## src/rtl/packet_scheduler_if.sv

```systemverilog
// Data-island scheduler bus: slot timing, ACR request and audio samples in; packet choice and audio payload out.
// master drives the slot/audio side, slave is the scheduler.
interface packet_scheduler_if #(
  parameter int AUDIO_BIT_WIDTH = 16,
  parameter int CHANNEL_PAIRS   = 1
);
  logic                                       video_field_end;
  logic                                       packet_enable;
  logic [4:0]                                 packet_pixel_counter;
  logic                                       acr_request;
  logic                                       audio_sample_valid;
  logic [2*CHANNEL_PAIRS*AUDIO_BIT_WIDTH-1:0] audio_sample_word;
  logic                                       audio_sample_ready;
  logic [7:0]                                 packet_type;
  logic [191:0]                               audio_sample_word_packet;
  logic [3:0]                                 audio_sample_word_present_packet;
  logic                                       layout;
  logic [7:0]                                 frame_counter;
  logic                                       fifo_overflow;

  modport master (
    output video_field_end, packet_enable, packet_pixel_counter, acr_request,
           audio_sample_valid, audio_sample_word,
    input  audio_sample_ready, packet_type, audio_sample_word_packet,
           audio_sample_word_present_packet, layout, frame_counter, fifo_overflow
  );

  modport slave (
    input  video_field_end, packet_enable, packet_pixel_counter, acr_request,
           audio_sample_valid, audio_sample_word,
    output audio_sample_ready, packet_type, audio_sample_word_packet,
           audio_sample_word_present_packet, layout, frame_counter, fifo_overflow
  );
endinterface

```

## src/rtl/packet_scheduler.sv

```systemverilog
// HDMI data-island arbiter: picks the packet type one cycle after packet_enable and supplies audio payload.
// Samples queue in a FIFO; audio_sample_ready drops when full, and a sample offered while full is dropped and flagged.
module packet_scheduler #(
  parameter int         AUDIO_BIT_WIDTH          = 16,
  parameter int         CHANNEL_PAIRS            = 1,
  parameter int         FIFO_DEPTH               = 16,
  parameter logic [2:0] INFOFRAME_ENABLE         = 3'b111,
  parameter int         INFOFRAME_FIELD_INTERVAL = 2
) (
  input logic               clk_pixel,
  input logic               reset,
  packet_scheduler_if.slave bus
);
  localparam int AW     = $clog2(FIFO_DEPTH);
  localparam int EW     = 2 * CHANNEL_PAIRS * 24;
  localparam bit LAYOUT = (CHANNEL_PAIRS > 1);

  typedef logic [AW:0] ptr_t;
  localparam ptr_t POP_N = LAYOUT ? ptr_t'(1) : ptr_t'(4);

  logic [EW-1:0] r_mem [FIFO_DEPTH];
  ptr_t          r_wr_ptr, r_rd_ptr;
  ptr_t          w_count, w_wr_nxt, w_rd_nxt, w_count_nxt;
  logic          r_ready, r_overflow, r_acr_pending;
  logic [2:0]    r_sent, w_sent_set, w_due;
  logic [1:0]    r_field;
  logic [7:0]    r_type, w_type, r_frame;
  logic [8:0]    w_frame_sum;
  logic [191:0]  r_payload, w_payload;
  logic [3:0]    r_present, w_present;
  logic          w_full, w_push, w_decide, w_eligible, w_pop, w_field_wrap;
  logic [EW-1:0] w_entry;

  assign w_count      = r_wr_ptr - r_rd_ptr;
  assign w_full       = (w_count == ptr_t'(FIFO_DEPTH));
  assign w_push       = bus.audio_sample_valid && !w_full;
  assign w_decide     = bus.packet_enable && !bus.video_field_end;
  assign w_eligible   = LAYOUT ? (w_count != '0) : (w_count >= ptr_t'(4));
  assign w_due        = INFOFRAME_ENABLE & ~r_sent;
  assign w_wr_nxt     = r_wr_ptr + ptr_t'(w_push);
  assign w_rd_nxt     = r_rd_ptr + (w_pop ? POP_N : '0);
  assign w_count_nxt  = w_wr_nxt - w_rd_nxt;
  assign w_field_wrap = bus.video_field_end &&
                        (r_field == 2'(INFOFRAME_FIELD_INTERVAL - 1));
  assign w_frame_sum  = {1'b0, r_frame} + (LAYOUT ? 9'd1 : 9'd4);

  // Left-justify every channel into a 24-bit lane.
  always_comb begin
    w_entry = '0;
    for (int c = 0; c < 2 * CHANNEL_PAIRS; c++) begin
      w_entry[c*24 +: 24] = 24'(bus.audio_sample_word[c*AUDIO_BIT_WIDTH +: AUDIO_BIT_WIDTH])
                            << (24 - AUDIO_BIT_WIDTH);
    end
  end

  always_comb begin
    w_type     = 8'h00;
    w_pop      = 1'b0;
    w_sent_set = 3'b000;
    if (w_decide) begin
      if (r_acr_pending) begin
        w_type = 8'h01;
      end else if (w_eligible) begin
        w_type = 8'h02;
        w_pop  = 1'b1;
      end else if (w_due[0]) begin
        w_type     = 8'h84;
        w_sent_set = 3'b001;
      end else if (w_due[1]) begin
        w_type     = 8'h82;
        w_sent_set = 3'b010;
      end else if (w_due[2]) begin
        w_type     = 8'h83;
        w_sent_set = 3'b100;
      end
    end
  end

  always_comb begin
    w_payload = '0;
    w_present = '0;
    if (!LAYOUT) begin
      for (int k = 0; k < 4; k++) begin
        w_payload[k*48 +: 48] = r_mem[AW'(r_rd_ptr[AW-1:0] + AW'(k))][47:0];
      end
      w_present = 4'b1111;
    end else begin
      w_payload[EW-1:0] = r_mem[r_rd_ptr[AW-1:0]];
      w_present         = 4'((1 << CHANNEL_PAIRS) - 1);
    end
  end

  always_ff @(posedge clk_pixel) begin
    if (w_push) r_mem[r_wr_ptr[AW-1:0]] <= w_entry;
  end

  always_ff @(posedge clk_pixel or posedge reset) begin
    if (reset) begin
      r_wr_ptr      <= '0;
      r_rd_ptr      <= '0;
      r_ready       <= 1'b1;
      r_overflow    <= 1'b0;
      r_acr_pending <= 1'b0;
      r_sent        <= '0;
      r_field       <= '0;
      r_type        <= 8'h00;
      r_payload     <= '0;
      r_present     <= '0;
      r_frame       <= '0;
    end else begin
      r_wr_ptr <= w_wr_nxt;
      r_rd_ptr <= w_rd_nxt;
      r_ready  <= (w_count_nxt != ptr_t'(FIFO_DEPTH));
      if (bus.audio_sample_valid && w_full) r_overflow <= 1'b1;
      // A request landing on the ACR decision edge stays pending.
      r_acr_pending <= bus.acr_request || (r_acr_pending && !w_decide);
      r_sent <= w_field_wrap ? 3'b000 : (r_sent | w_sent_set);
      if (bus.video_field_end) begin
        r_field <= w_field_wrap ? 2'd0 : r_field + 2'd1;
        r_type  <= 8'h00;
      end
      if (w_decide) r_type <= w_type;
      if (w_pop) begin
        r_payload <= w_payload;
        r_present <= w_present;
      end
      if (bus.packet_pixel_counter == 5'd31 && r_type == 8'h02) begin
        r_frame <= (w_frame_sum >= 9'd192) ? 8'(w_frame_sum - 9'd192) : w_frame_sum[7:0];
      end
    end
  end

  assign bus.audio_sample_ready               = r_ready;
  assign bus.packet_type                      = r_type;
  assign bus.audio_sample_word_packet         = r_payload;
  assign bus.audio_sample_word_present_packet = r_present;
  assign bus.layout                           = LAYOUT;
  assign bus.frame_counter                    = r_frame;
  assign bus.fifo_overflow                    = r_overflow;
endmodule

```

## src/flat_wrapper.sv

```systemverilog
// flat-port wrapper written by rule: the top's interface ports become plain ports
module packet_scheduler_flat 
#(
  parameter int         AUDIO_BIT_WIDTH          = 16,
  parameter int         CHANNEL_PAIRS            = 1,
  parameter int         FIFO_DEPTH               = 16,
  parameter logic [2:0] INFOFRAME_ENABLE         = 3'b111,
  parameter int         INFOFRAME_FIELD_INTERVAL = 2
)
  (clk_pixel, reset, bus_video_field_end, bus_packet_enable, bus_packet_pixel_counter, bus_acr_request, bus_audio_sample_valid, bus_audio_sample_word, bus_audio_sample_ready, bus_packet_type, bus_audio_sample_word_packet, bus_audio_sample_word_present_packet, bus_layout, bus_frame_counter, bus_fifo_overflow);
  packet_scheduler_if #(.AUDIO_BIT_WIDTH(AUDIO_BIT_WIDTH), .CHANNEL_PAIRS(CHANNEL_PAIRS)) bus_i ();
  input logic clk_pixel;
  input logic reset;
  input wire logic [$bits(bus_i.video_field_end)-1:0] bus_video_field_end;
  input wire logic [$bits(bus_i.packet_enable)-1:0] bus_packet_enable;
  input wire logic [$bits(bus_i.packet_pixel_counter)-1:0] bus_packet_pixel_counter;
  input wire logic [$bits(bus_i.acr_request)-1:0] bus_acr_request;
  input wire logic [$bits(bus_i.audio_sample_valid)-1:0] bus_audio_sample_valid;
  input wire logic [$bits(bus_i.audio_sample_word)-1:0] bus_audio_sample_word;
  output wire logic [$bits(bus_i.audio_sample_ready)-1:0] bus_audio_sample_ready;
  output wire logic [$bits(bus_i.packet_type)-1:0] bus_packet_type;
  output wire logic [$bits(bus_i.audio_sample_word_packet)-1:0] bus_audio_sample_word_packet;
  output wire logic [$bits(bus_i.audio_sample_word_present_packet)-1:0] bus_audio_sample_word_present_packet;
  output wire logic [$bits(bus_i.layout)-1:0] bus_layout;
  output wire logic [$bits(bus_i.frame_counter)-1:0] bus_frame_counter;
  output wire logic [$bits(bus_i.fifo_overflow)-1:0] bus_fifo_overflow;
  assign bus_i.video_field_end = bus_video_field_end;
  assign bus_i.packet_enable = bus_packet_enable;
  assign bus_i.packet_pixel_counter = bus_packet_pixel_counter;
  assign bus_i.acr_request = bus_acr_request;
  assign bus_i.audio_sample_valid = bus_audio_sample_valid;
  assign bus_i.audio_sample_word = bus_audio_sample_word;
  assign bus_audio_sample_ready = bus_i.audio_sample_ready;
  assign bus_packet_type = bus_i.packet_type;
  assign bus_audio_sample_word_packet = bus_i.audio_sample_word_packet;
  assign bus_audio_sample_word_present_packet = bus_i.audio_sample_word_present_packet;
  assign bus_layout = bus_i.layout;
  assign bus_frame_counter = bus_i.frame_counter;
  assign bus_fifo_overflow = bus_i.fifo_overflow;
  packet_scheduler #(.AUDIO_BIT_WIDTH(AUDIO_BIT_WIDTH), .CHANNEL_PAIRS(CHANNEL_PAIRS), .FIFO_DEPTH(FIFO_DEPTH), .INFOFRAME_ENABLE(INFOFRAME_ENABLE), .INFOFRAME_FIELD_INTERVAL(INFOFRAME_FIELD_INTERVAL)) u_core (.clk_pixel(clk_pixel), .reset(reset), .bus(bus_i));
endmodule
```

## config.mk

```make
export PLATFORM = sky130hd
export DESIGN_NAME = packet_scheduler_flat
export DESIGN_NICKNAME = d
export VERILOG_FILES = /design/src/rtl/packet_scheduler_if.sv /design/src/rtl/packet_scheduler.sv /design/src/flat_wrapper.sv
export SDC_FILE = /design/constraint.sdc
export NUM_CORES = 1
export LEC_CHECK = 0
export ABC_AREA = 1
export BUFFER_PORTS_ARGS = -buffer_cell sky130_fd_sc_hd__buf_4
export CAP_MARGIN = 10
export CORE_ASPECT_RATIO = 1.25
export CORE_UTILIZATION = 45
export DETAILED_ROUTE_END_ITERATION = 8
export PLACE_DENSITY_LB_ADDON = 0.1
export SKIP_LAST_GASP = 1
export SYNTH_ARGS = -nofsm -noshare
export SYNTH_HDL_FRONTEND = slang
export SYNTH_SLANG_ARGS = --single-unit
```

## constraint.sdc

```tcl
create_clock -name clk_pixel -period 9.35 [get_ports clk_pixel]
set_input_delay 0.935 -clock clk_pixel [delete_from_list [all_inputs] [get_ports clk_pixel]]
set_output_delay 0.935 -clock clk_pixel [all_outputs]
set_load 0.05 [all_outputs]
```

==> results_dict.tcl, run 1 <==
set metrics [dict create \
    synth_top_area_cell "edfxtp_1" \
    cts_hold_buf 0 \
    skew_ns 0.02252 \
    firstDrtPassIters 5 \
    drive_gt1_share_pct 14.24 \
    max_slew_margin_pct 24.09 \
    dp_hpwl_mm 35.33 \
    rows 98 \
    maxCapViolations 0 \
    power_report.internal_total_mw 6.187 \
    path_max_fanout 62 \
    totalWireLength_mm 62.36 \
    die_x_um 217 \
    dieArea_mm2 0.05875 \
    synth_adder_area_share_pct 0.5582 \
    synth_xor_area_share_pct 0.3032 \
    cts_sinks 667 \
    r2r-end "u_core.bus.audio_sample_ready" \
    antenna_found_initial 0 \
    hold_path.class "primary input to asynchronous set/reset pin" \
    clk_latency_ns 0.60 \
    num_vias 15760 \
    yosysMostFrequentCell "edfxtp_1" \
    period_minus_slack_ns 3.977 \
    grt_pass1_wl_mm 94.41 \
    regArea_mm2 0.01926 \
    cts_root_buf "clkbuf_16" \
    yosys_warnings 0 \
    diodes 0 \
    viasPerCell 5.234 \
    io_buffers 186 \
    drtAntennaViolNets 0 \
    p_leak_nw 11.45 \
    switchingPower_mw 3.949 \
    yosys.area_share.simple_pct 12.79 \
    n_fill_cell 4933 \
    post_cts_buffers 0 \
    ys_ff_latch 667 \
    ys_seq_area_share_pct 74.05 \
    synth.area.top_cells "edfxtp_1, dfrtp_1, nand2_1, nor2_1, o32ai_1" \
    cp.arrival_ns 4.48 \
    clockBufferDepth 3 \
    place_congestion 0.7605 \
    crit_path_end_kind "register" \
    grt-ovfl-total 0 \
    cts_max_level 3 \
    period_share_pct 42.54 \
    drv_slew 0 \
    tritoncts "done" \
    netlist_area_mm2 0.02600 \
    p_seq_share_pct 39.8 \
    status "finished, final reports clean" \
    synth_cells 2047 \
    cp-start-kind "register" \
    worstPathRequired_ns 9.86 \
    rr_worst_depth 15 \
    hold_violations 0 \
    nNetsFinal 2265 \
    r2r_slack_ns 5.37 \
    ys_top_cells_by_count "edfxtp_1, nand2_1, nor2_1, dfrtp_1, o21ai_0" \
    clockPowerShare_pct 25.5 \
    ir_drop_uv 294.1 \
    async_flop_share_pct 23.24 \
    routedWlPerCell_um 20.70 \
    drt_iter0_drc 1144 \
    yosysTopAreaCellShare_pct 59.13 \
    worstMarginPinSlew_ns 1.139 \
    synth-edff-count 512 \
    multi_input_area_mm2 0.005791 \
    synth_top_family_by_area "simple AND/OR/NAND/NOR gates" \
    synth_compound_area_share_pct 7.098 \
    grt_max_degree 230 \
    design.core.area_mm2 0.05714 \
    comb_power_share_pct 34.7 \
    synthMuxAreaShare_pct 0 \
    start_util_pct 45.50 \
    p_per_area_mw_per_mm2 340.0 \
    fmax_ghz 0.2514 \
    timing.rr.start "u_core.r_rd_ptr[2]" \
    setup_violations 0 \
    dominantRegCellSynth "edfxtp_1" \
    syn_area_per_cell_um2 12.70 \
    ioPinCount 258 \
    ctsResizeCount 0 \
    syn_to_final_growth_pct 14.65 \
    grt_pass1_vias 15410 \
    drc 0 \
    hold_ws_ns 0.4594 \
    path_class "register to register" \
    grt_setup_unrepaired "no" \
    yosysUniqueCellTypes 38 \
    cts_inserted_buffers 67 \
    setup-tns-final_ns 0 \
    clk_pin_slew_worst_paths_ns 0.06 \
    swShare_pct 38.96 \
    die_h_um 270.8 \
    grt_usage_pct 21.47 \
]
flip-flops by register name, indices dropped and copies added, names as in the netlist:
register                                     flops
u_core.r_acr_pending                             1
u_core.bus.fifo_overflow                         1
u_core.bus.audio_sample_ready                    1
u_core.r_sent                                    3
u_core.bus.frame_counter                         6
u_core.r_wr_ptr                                  5
u_core.r_rd_ptr                                  3
u_core.r_field                                   2
u_core.bus.audio_sample_word_packet            128
u_core.bus.packet_type                           4
u_core.r_mem                                   512
u_core.bus.audio_sample_word_present_packet      1
how the worst max path moves through the flow:
stage,slack [ns],endpoint,cells after the start,from
final,5.37,u_core.bus.audio_sample_ready,15,u_core.r_rd_ptr[2]
after global routing,5.08,u_core.bus.audio_sample_ready,15,u_core.r_rd_ptr[2]
after CTS,5.33,u_core.bus.audio_sample_ready,15,u_core.r_rd_ptr[2]
after detailed placement,5.27,u_core.bus.audio_sample_ready,14,bus_video_field_end
after global placement,5.36,u_core.bus.audio_sample_ready,14,bus_video_field_end
after floorplan,4.24,u_core.bus.audio_sample_word_packet[104],1,reset
cells by family after synthesis:
| logic type | after synthesis |
|---|---|
| flops | 667 |
| simple gates | 867 |
| buf+inv | 222 |
| fa+ha+maj | 11 |
| other cells | 1 |
| xor+xnor | 9 |
| compound gates | 270 |
power by group through the flow:
stage	combinational (mW)	sequential (mW)	clock, mW
2_1_floorplan	1.60	4.97	0
3_3_place_gp	3.55	4.09	0
3_5_place_dp	3.57	4.09	0
4_1_cts	3.58	4.04	2.63
5_1_grt	3.80	4.09	2.75
6_report	3.52	4.03	2.58
per-layer routing:
layer	vias up	GRT usage [%]	wire [um]
met1	7892	28.79	27130
met2	439	36.09	31170
met4	0	6.394	1222
met3	71	3.182	2828
met5	-	0	0
li1	7362	-	-
metrics by stage:
| stage | cell area [um2] | power, mW | std cells | utilization, % | setup slack (ns) |
|---|---|---|---|---|---|
| floorplan | 26260 | 6.572 | 2117 | - | 4.239 |
| global placement | 27740 | 7.636 | 2892 | 48.55 | 5.356 |
| detailed placement | 27740 | 7.658 | 2892 | 48.55 | 5.271 |
| CTS | 29810 | 10.25 | 3012 | 52.17 | 5.329 |
| global route | 29810 | 10.64 | 3012 | 52.17 | 5.085 |
| finish | 29810 | 10.14 | 3012 | 52.17 | 5.373 |
final cells by class:
type                            instances  share of cell area, %
Timing Repair Buffer                  211                  5.355
Clock buffer                          102                  6.308
Sequential cell                       667                  64.61
Tap cell                              750                  3.148
Multi-Input combinational cell       1228                  19.42
Clock inverter                         18                 0.6380
Inverter                               36                 0.5120
cells in the final DEF (no fill, tap or decap), types with 3 or more instances in the layout:
| cell type | count |
|---|---|
| xor2_1 | 6 |
| xnor2_1 | 3 |
| o21ai_0 | 131 |
| edfxtp_1 | 512 |
| clkbuf_1 | 30 |
| buf_4 | 210 |
| inv_1 | 33 |
| ha_1 | 10 |
| clkinv_2 | 6 |
| dfrtp_1 | 152 |
| conb_1 | 71 |
| bufinv_16 | 4 |
| clkbuf_8 | 3 |
| nand4_1 | 6 |
| o32ai_1 | 128 |
| clkinv_1 | 6 |
| nor2_1 | 393 |
| nand2_1 | 427 |
| o21bai_1 | 4 |
| nand3_1 | 12 |
| a21oi_1 | 4 |
| nor2_4 | 16 |
| clkbuf_16 | 69 |
critical path, stage by stage (launching register included):
cell and delay (ns):
dfrtp_4 0.63, ha_1 0.28, fa_1 0.43, nand2_1 0.08, inv_1 0.10, nand2_2 0.15
nand2_8 0.23, inv_4 0.64, ha_1 0.26, ha_1 0.24, inv_1 0.06, ha_1 0.23
a21oi_1 0.18, xnor2_1 0.15, nand2b_1 0.12, nand3_1 0.08
(Power assumes the default switching activity.)
==> run 2: changes to the inputs <==
ABC_AREA = 0   (was 1)
clock period = 4.15 ns   (was 9.35 ns; I/O delays follow)
==> results_dict.tcl, run 2 <==
set metrics [dict create \
    status "finished with violations" \
    layout_common_cells "edfxtp_1, buf_4, dfrtp_1" \
    design.core.area_mm2 0.05513 \
    skew_ns 0.02010 \
    start_util_pct 45.65 \
    netlist_area_mm2 0.02517 \
    num_vias 11570 \
    maxCapViolations 0 \
    die_x_um 213.5 \
    crit_slowest_cell "dfrtp_1" \
    firstDrtPassIters 4 \
    drc 0 \
    grt-ovfl-total 0 \
    layout_commonest_cell "edfxtp_1" \
    path_max_fanout 8 \
    slowest_delay_ns 0.51 \
    dpl_worst_slack_ns 0.6779 \
    clk_pin_slew_worst_paths_ns 0.06 \
    cts_sinks 667 \
    crit_path_end_kind "register" \
    drt_iter0_drc 696 \
    cts_max_level 3 \
    grt_pass1_wl_mm 77.47 \
    ys_top_cells_by_count "edfxtp_1, dfrtp_1, mux4_2, mux2_1, buf_4" \
    max_slew_margin_pct 35.66 \
    antenna_found_initial 0 \
    rows 96 \
    hold_path.class "primary input to asynchronous set/reset pin" \
    nNetsFinal 1463 \
    diodes 0 \
    ys_ff_latch 667 \
    synth_top_area_cell "edfxtp_1" \
    synth-edff-count 512 \
    setup_violations 0 \
    cp-start-kind "register" \
    violations "negative hold slack" \
    die_h_um 266.4 \
    p_per_area_mw_per_mm2 747.9 \
    tritoncts "done" \
    finalPower_mw 21.98 \
    dieArea_mm2 0.05688 \
    crit_top_cell "ha_1" \
    top_usage_layer "met2" \
    yosysMostFrequentCell "edfxtp_1" \
    grt_use_met3_pct 3.447 \
    grt_max_degree 130 \
    io_buffers 186 \
    ioPinCount 258 \
    period_share_pct 84.55 \
    grt_pass1_vias 11920 \
    post_cts_buffers 0 \
    ys_seq_area_share_pct 76.51 \
    drtAntennaViolNets 0 \
    synth_cells 1175 \
    hold_violations 8 \
    totalWireLength_mm 52.03 \
    clockBufferDepth 3 \
    final_util_pct 53.31 \
    drive_gt1_share_pct 34.59 \
    yosys_warnings 0 \
    drv_slew 0 \
    yosysTopAreaCellShare_pct 61.09 \
    syn_to_final_growth_pct 16.78 \
    grt_usage_pct 18.83 \
    use_met2_pct 31.07 \
    cts_inserted_buffers 67 \
    syn_area_per_cell_um2 21.42 \
    fmax_ghz 0.2850 \
    viasPerCell 5.270 \
    n_fill_cell 4375 \
    synth.area.top_cells "edfxtp_1, dfrtp_1, mux4_2, mux2_1, mux2_2" \
    place_congestion 0.7489 \
    path_class "register to register" \
    hold_ws_ns -0.04926 \
    async_flop_share_pct 23.24 \
    crit_chain "inv_1 > ha_1 > fa_1 > xor3_1 > nor2b_1 > a21boi_0 > ha_1 > ha_1 > xor2_1 > inv_1 > ha_1 > inv_1 > a21oi_1 > xor3_1 > nand4_1" \
    dominantRegCellSynth "edfxtp_1" \
    period_minus_slack_ns 3.509 \
    routedWlPerCell_um 23.70 \
    grt_setup_unrepaired "no" \
    cp.arrival_ns 4.03 \
    clk_latency_ns 0.60 \
    setup_ws_ns 0.6411 \
    fin_cells 2195 \
    dp_hpwl_mm 29.32 \
    dp_cells 2074 \
    p_leak_nw 10.51 \
    largest_reg_flops 512 \
    grt_util_met1_pct 25.83 \
    worstMarginPinSlew_ns 0.9651 \
    worstPathRequired_ns 4.67 \
    yosysUniqueCellTypes 46 \
    ir_drop_uv 496.7 \
    setup-tns-final_ns 0 \
    cts_root_buf "clkbuf_16" \
]
## run 2: cell types whose count changed after synthesis, sizes merged, moves of 127 or more
| cell | previous run | this run |
|---|---|---|
| nand2 | 430 | 20 |
| mux4 | 0 | 128 |
| o32ai | 128 | 1 |
| mux2 | 0 | 128 |
| nor2 | 409 | 21 |
| o21ai | 132 | 1 |
## run 2: report_power, final
group	switching (mW)	leakage (nW)	internal, mW
Clock	2.41	0.970	3.18
Sequential	0.614	6.52	8.44
Combinational	4.66	3.03	2.68
## run 2: final timing paths
path | startpoint | slack [ns] | depth (start not counted) | to
min in group clk_pixel | bus_video_field_end | 0.04 | 2 | u_core.bus.packet_type[0]
min reg2reg | u_core.r_field[0] | 0.47 | 1 | u_core.r_field[0]
max in group asynchronous | reset | 3.51 | 3 | u_core.bus.audio_sample_word_packet[188]
max | u_core.r_wr_ptr[2] | 0.64 | 15 | u_core.bus.audio_sample_ready
min | reset | -0.05 | 3 | u_core.bus.audio_sample_word_packet[112]
max reg2reg | u_core.r_wr_ptr[2] | 0.64 | 15 | u_core.bus.audio_sample_ready
## run 2: what timing repair did
item,in CTS,in global routing
hold buffers,1,0
endpoints found under the hold margin,1,0
resized for setup,0,0
## run 2: through the flow
step,area [um2],hold slack [ns]
after floorplan,25430,0.4386
after global placement,27380,0.4554
after detailed placement,27380,0.4608
after CTS,29390,0.01661
after global routing,29390,0.02890
final,29390,-0.04926
## run 2: final cells by class
type / instances / area [um2] / area share [%]
sequential: 667 / 19260 / 65.54
timing repair buffer: 216 / 1674 / 5.696
multi-input combinational: 447 / 5490 / 18.68
tap: 735 / 919.6 / 3.129
clock buffer: 103 / 1914 / 6.514
clock inverter: 17 / 87.58 / 0.2980
inverter: 10 / 41.29 / 0.1405
## run 2: worst max-delay path: cells and delay by family, from the launching register on
family	cells	cell delay, ns
AOI/OAI and AO/OA	2	0.28
buffers and inverters	3	0.28
xor gates and xnor gates	3	0.90
adders and majority gates	5	1.14
and+or+nand+nor	2	0.35
DFF	1	0.51
## run 2: kinds of logic after synthesis
family	count (synthesis)	share of synthesized area [%]
mux	256	17.18
buf+inv	131	3.137
xor+xnor	12	0.5369
other cells	1	0.01490
simple gates	78	1.477
compound gates	19	0.5668
flops	667	76.51
fa+ha+maj	11	0.5767
## run 2: routing by layer
metal	up-vias	share of wire (%)	wire, um
met4	0	1.3	688
met2	268	51	26680
met3	59	4.2	2193
met1	6231	43	22470
li1	5009	-	-
met5	-	0	0
==> run 3: changes to the inputs <==
clock period = 3.1 ns   (was 4.15 ns; I/O delays follow)
==> results_dict.tcl, run 3 (same netlist as run 2, synthesis figures left out) <==
set metrics [dict create \
    die_x_um 213.5 \
    setup_violations 0 \
    cts_root_buf "clkbuf_16" \
    crit_slowest_cell "dfrtp_4" \
    dp_hpwl_mm 29.74 \
    drv_slew 0 \
    fin_cells 2223 \
    hold_path.class "primary input to register" \
    firstDrtPassIters 5 \
    final_util_pct 54.37 \
    cp-start-kind "register" \
    drive_gt1_share_pct 36.38 \
    comb_power_share_pct 33.9 \
    p_seq_share_pct 40.2 \
    crit_path_end_kind "register" \
    ir_drop_uv 590.2 \
    period_minus_slack_ns 3.063 \
    maxCapViolations 0 \
    drtAntennaViolNets 0 \
    swShare_pct 35.04 \
    fmax_ghz 0.3265 \
    place_congestion 0.7334 \
    syn_to_final_growth_pct 19.10 \
    hold_ws_ns 0.04128 \
    ioPinCount 258 \
    worstPathRequired_ns 3.62 \
    clk_latency_ns 0.60 \
    rows 96 \
    die_h_um 266.4 \
    worstMarginPinSlew_ns 0.9528 \
    slowest_delay_ns 0.49 \
    n_fill_cell 4317 \
    crit_top_cell "ha_2" \
    largest_reg_flops 512 \
    nNetsFinal 1489 \
    antenna_found_initial 0 \
    grt_setup_unrepaired "yes" \
    setup-tns-final_ns 0 \
    crit_chain "ha_2 > fa_2 > xor3_2 > nor2b_4 > a21boi_2 > ha_2 > nand3_2 > xnor2_2 > ha_1 > a21oi_2 > xor3_1 > nand4_1" \
    path_class "register to register" \
    grt-ovfl-total 0 \
    layout_common_cells "edfxtp_1, buf_4, dfrtp_1" \
    dp_cells 2083 \
    switchingPower_mw 10.55 \
    totalWireLength_mm 52.19 \
    grt_pass1_vias 12260 \
    tritoncts "done" \
    cts_sinks 667 \
    clockPowerShare_pct 25.9 \
    viasPerCell 5.282 \
    p_per_area_mw_per_mm2 1004 \
    status "finished, final reports clean" \
    grt_pass1_wl_mm 78.48 \
    period_share_pct 98.80 \
    cts_max_level 3 \
    skew_ns 0.01722 \
    clk_pin_slew_worst_paths_ns 0.06 \
    hold_violations 0 \
    cp.arrival_ns 3.59 \
    max_slew_margin_pct 36.48 \
    power_report.internal_total_mw 19.55 \
    cts_inserted_buffers 67 \
    io_buffers 186 \
    start_util_pct 45.65 \
    grt_usage_pct 19.05 \
    num_vias 11740 \
    path_max_fanout 3 \
    layout_commonest_cell "edfxtp_1" \
    grt_max_degree 130 \
    p_leak_nw 10.76 \
    design.core.area_mm2 0.05513 \
    clockBufferDepth 3 \
    drc 0 \
    drt_iter0_drc 689 \
    routedWlPerCell_um 23.48 \
    dieArea_mm2 0.05688 \
]
run 3: cell count changes in the layout (fill, tap and decap cells not counted), sizes merged:
cell and change:
dlygate4sd3 +16, clkbuf -10, inv +3, diode +1, clkinv +5, buf +10
bufinv +3
run 3: path summary, 6_finish.rpt:
check	slack, ns	endpoint	startpoint	depth (start not counted)
min in group asynchronous	0.43	u_core.bus.audio_sample_word_packet[18]	reset	3
worst min-delay path	0.04	u_core.r_mem[13][26]	bus_audio_sample_word[26]	1
worst min register to register	0.47	u_core.r_field[0]	u_core.r_field[0]	1
worst max-delay path	0.04	u_core.bus.audio_sample_ready	u_core.r_rd_ptr[2]	12
worst max register to register	0.04	u_core.bus.audio_sample_ready	u_core.r_rd_ptr[2]	12
max in group asynchronous	1.69	u_core.bus.audio_sample_word_packet[152]	reset	4
run 3: what timing repair did:
action                                  4_1_cts  5_1_grt
endpoints found under the setup margin        1       12
hold buffers                                 17        0
setup buffers                                 0        1
gates resized for setup                       2       14
pin swaps                                     0        5
hold endpoints to repair                    191        0
run 3: power groups by stage:
stage	combinational (mW)	clock, mW	sequential [mW]
finish	10.2	7.79	12.1
global route	10.8	8.35	12.3
CTS	10.3	8.00	12.1
detailed placement	10.3	0	12.3
global placement	10.2	0	12.3
floorplan	4.16	0	15.0
run 3: worst max-delay path: cells and delay by family, from the launching register on:
family | cells | cell delay (ns)
DFF | 1 | 0.49
AOI/OAI and AO/OA | 2 | 0.27
and+or+nand+nor | 3 | 0.35
adders and majority gates | 4 | 1.02
xor gates and xnor gates | 3 | 0.87
run 3: final cells by class:
class	count	area, um2	area share [%]
inverter	10	41.29	0.1378
antenna	1	2.502	0.008349
multi-input combinational	447	5595	18.67
tap	735	919.6	3.068
clock buffer	93	1856	6.191
timing repair buffer	242	2054	6.854
clock inverter	28	242.7	0.8098
sequential	667	19260	64.26
run 3: stage by stage:
stage | total power, mW | cell area [um2] | setup slack [ns]
finish | 30.10 | 29970 | 0.03732
global route | 31.42 | 29970 | -0.08742
CTS | 30.44 | 29910 | 0.004188
detailed placement | 22.56 | 27630 | -0.02073
global placement | 22.47 | 27630 | 0.07283
floorplan | 19.17 | 25490 | -0.4233
run 3: layer usage:
metal	vias to the layer above	track usage [%]	share of wire, %
met5	-	0	0
met4	0	6.293	2.1
met3	75	3.342	4.2
met2	280	31.84	51
met1	6322	25.27	42
li1	5065	-	-
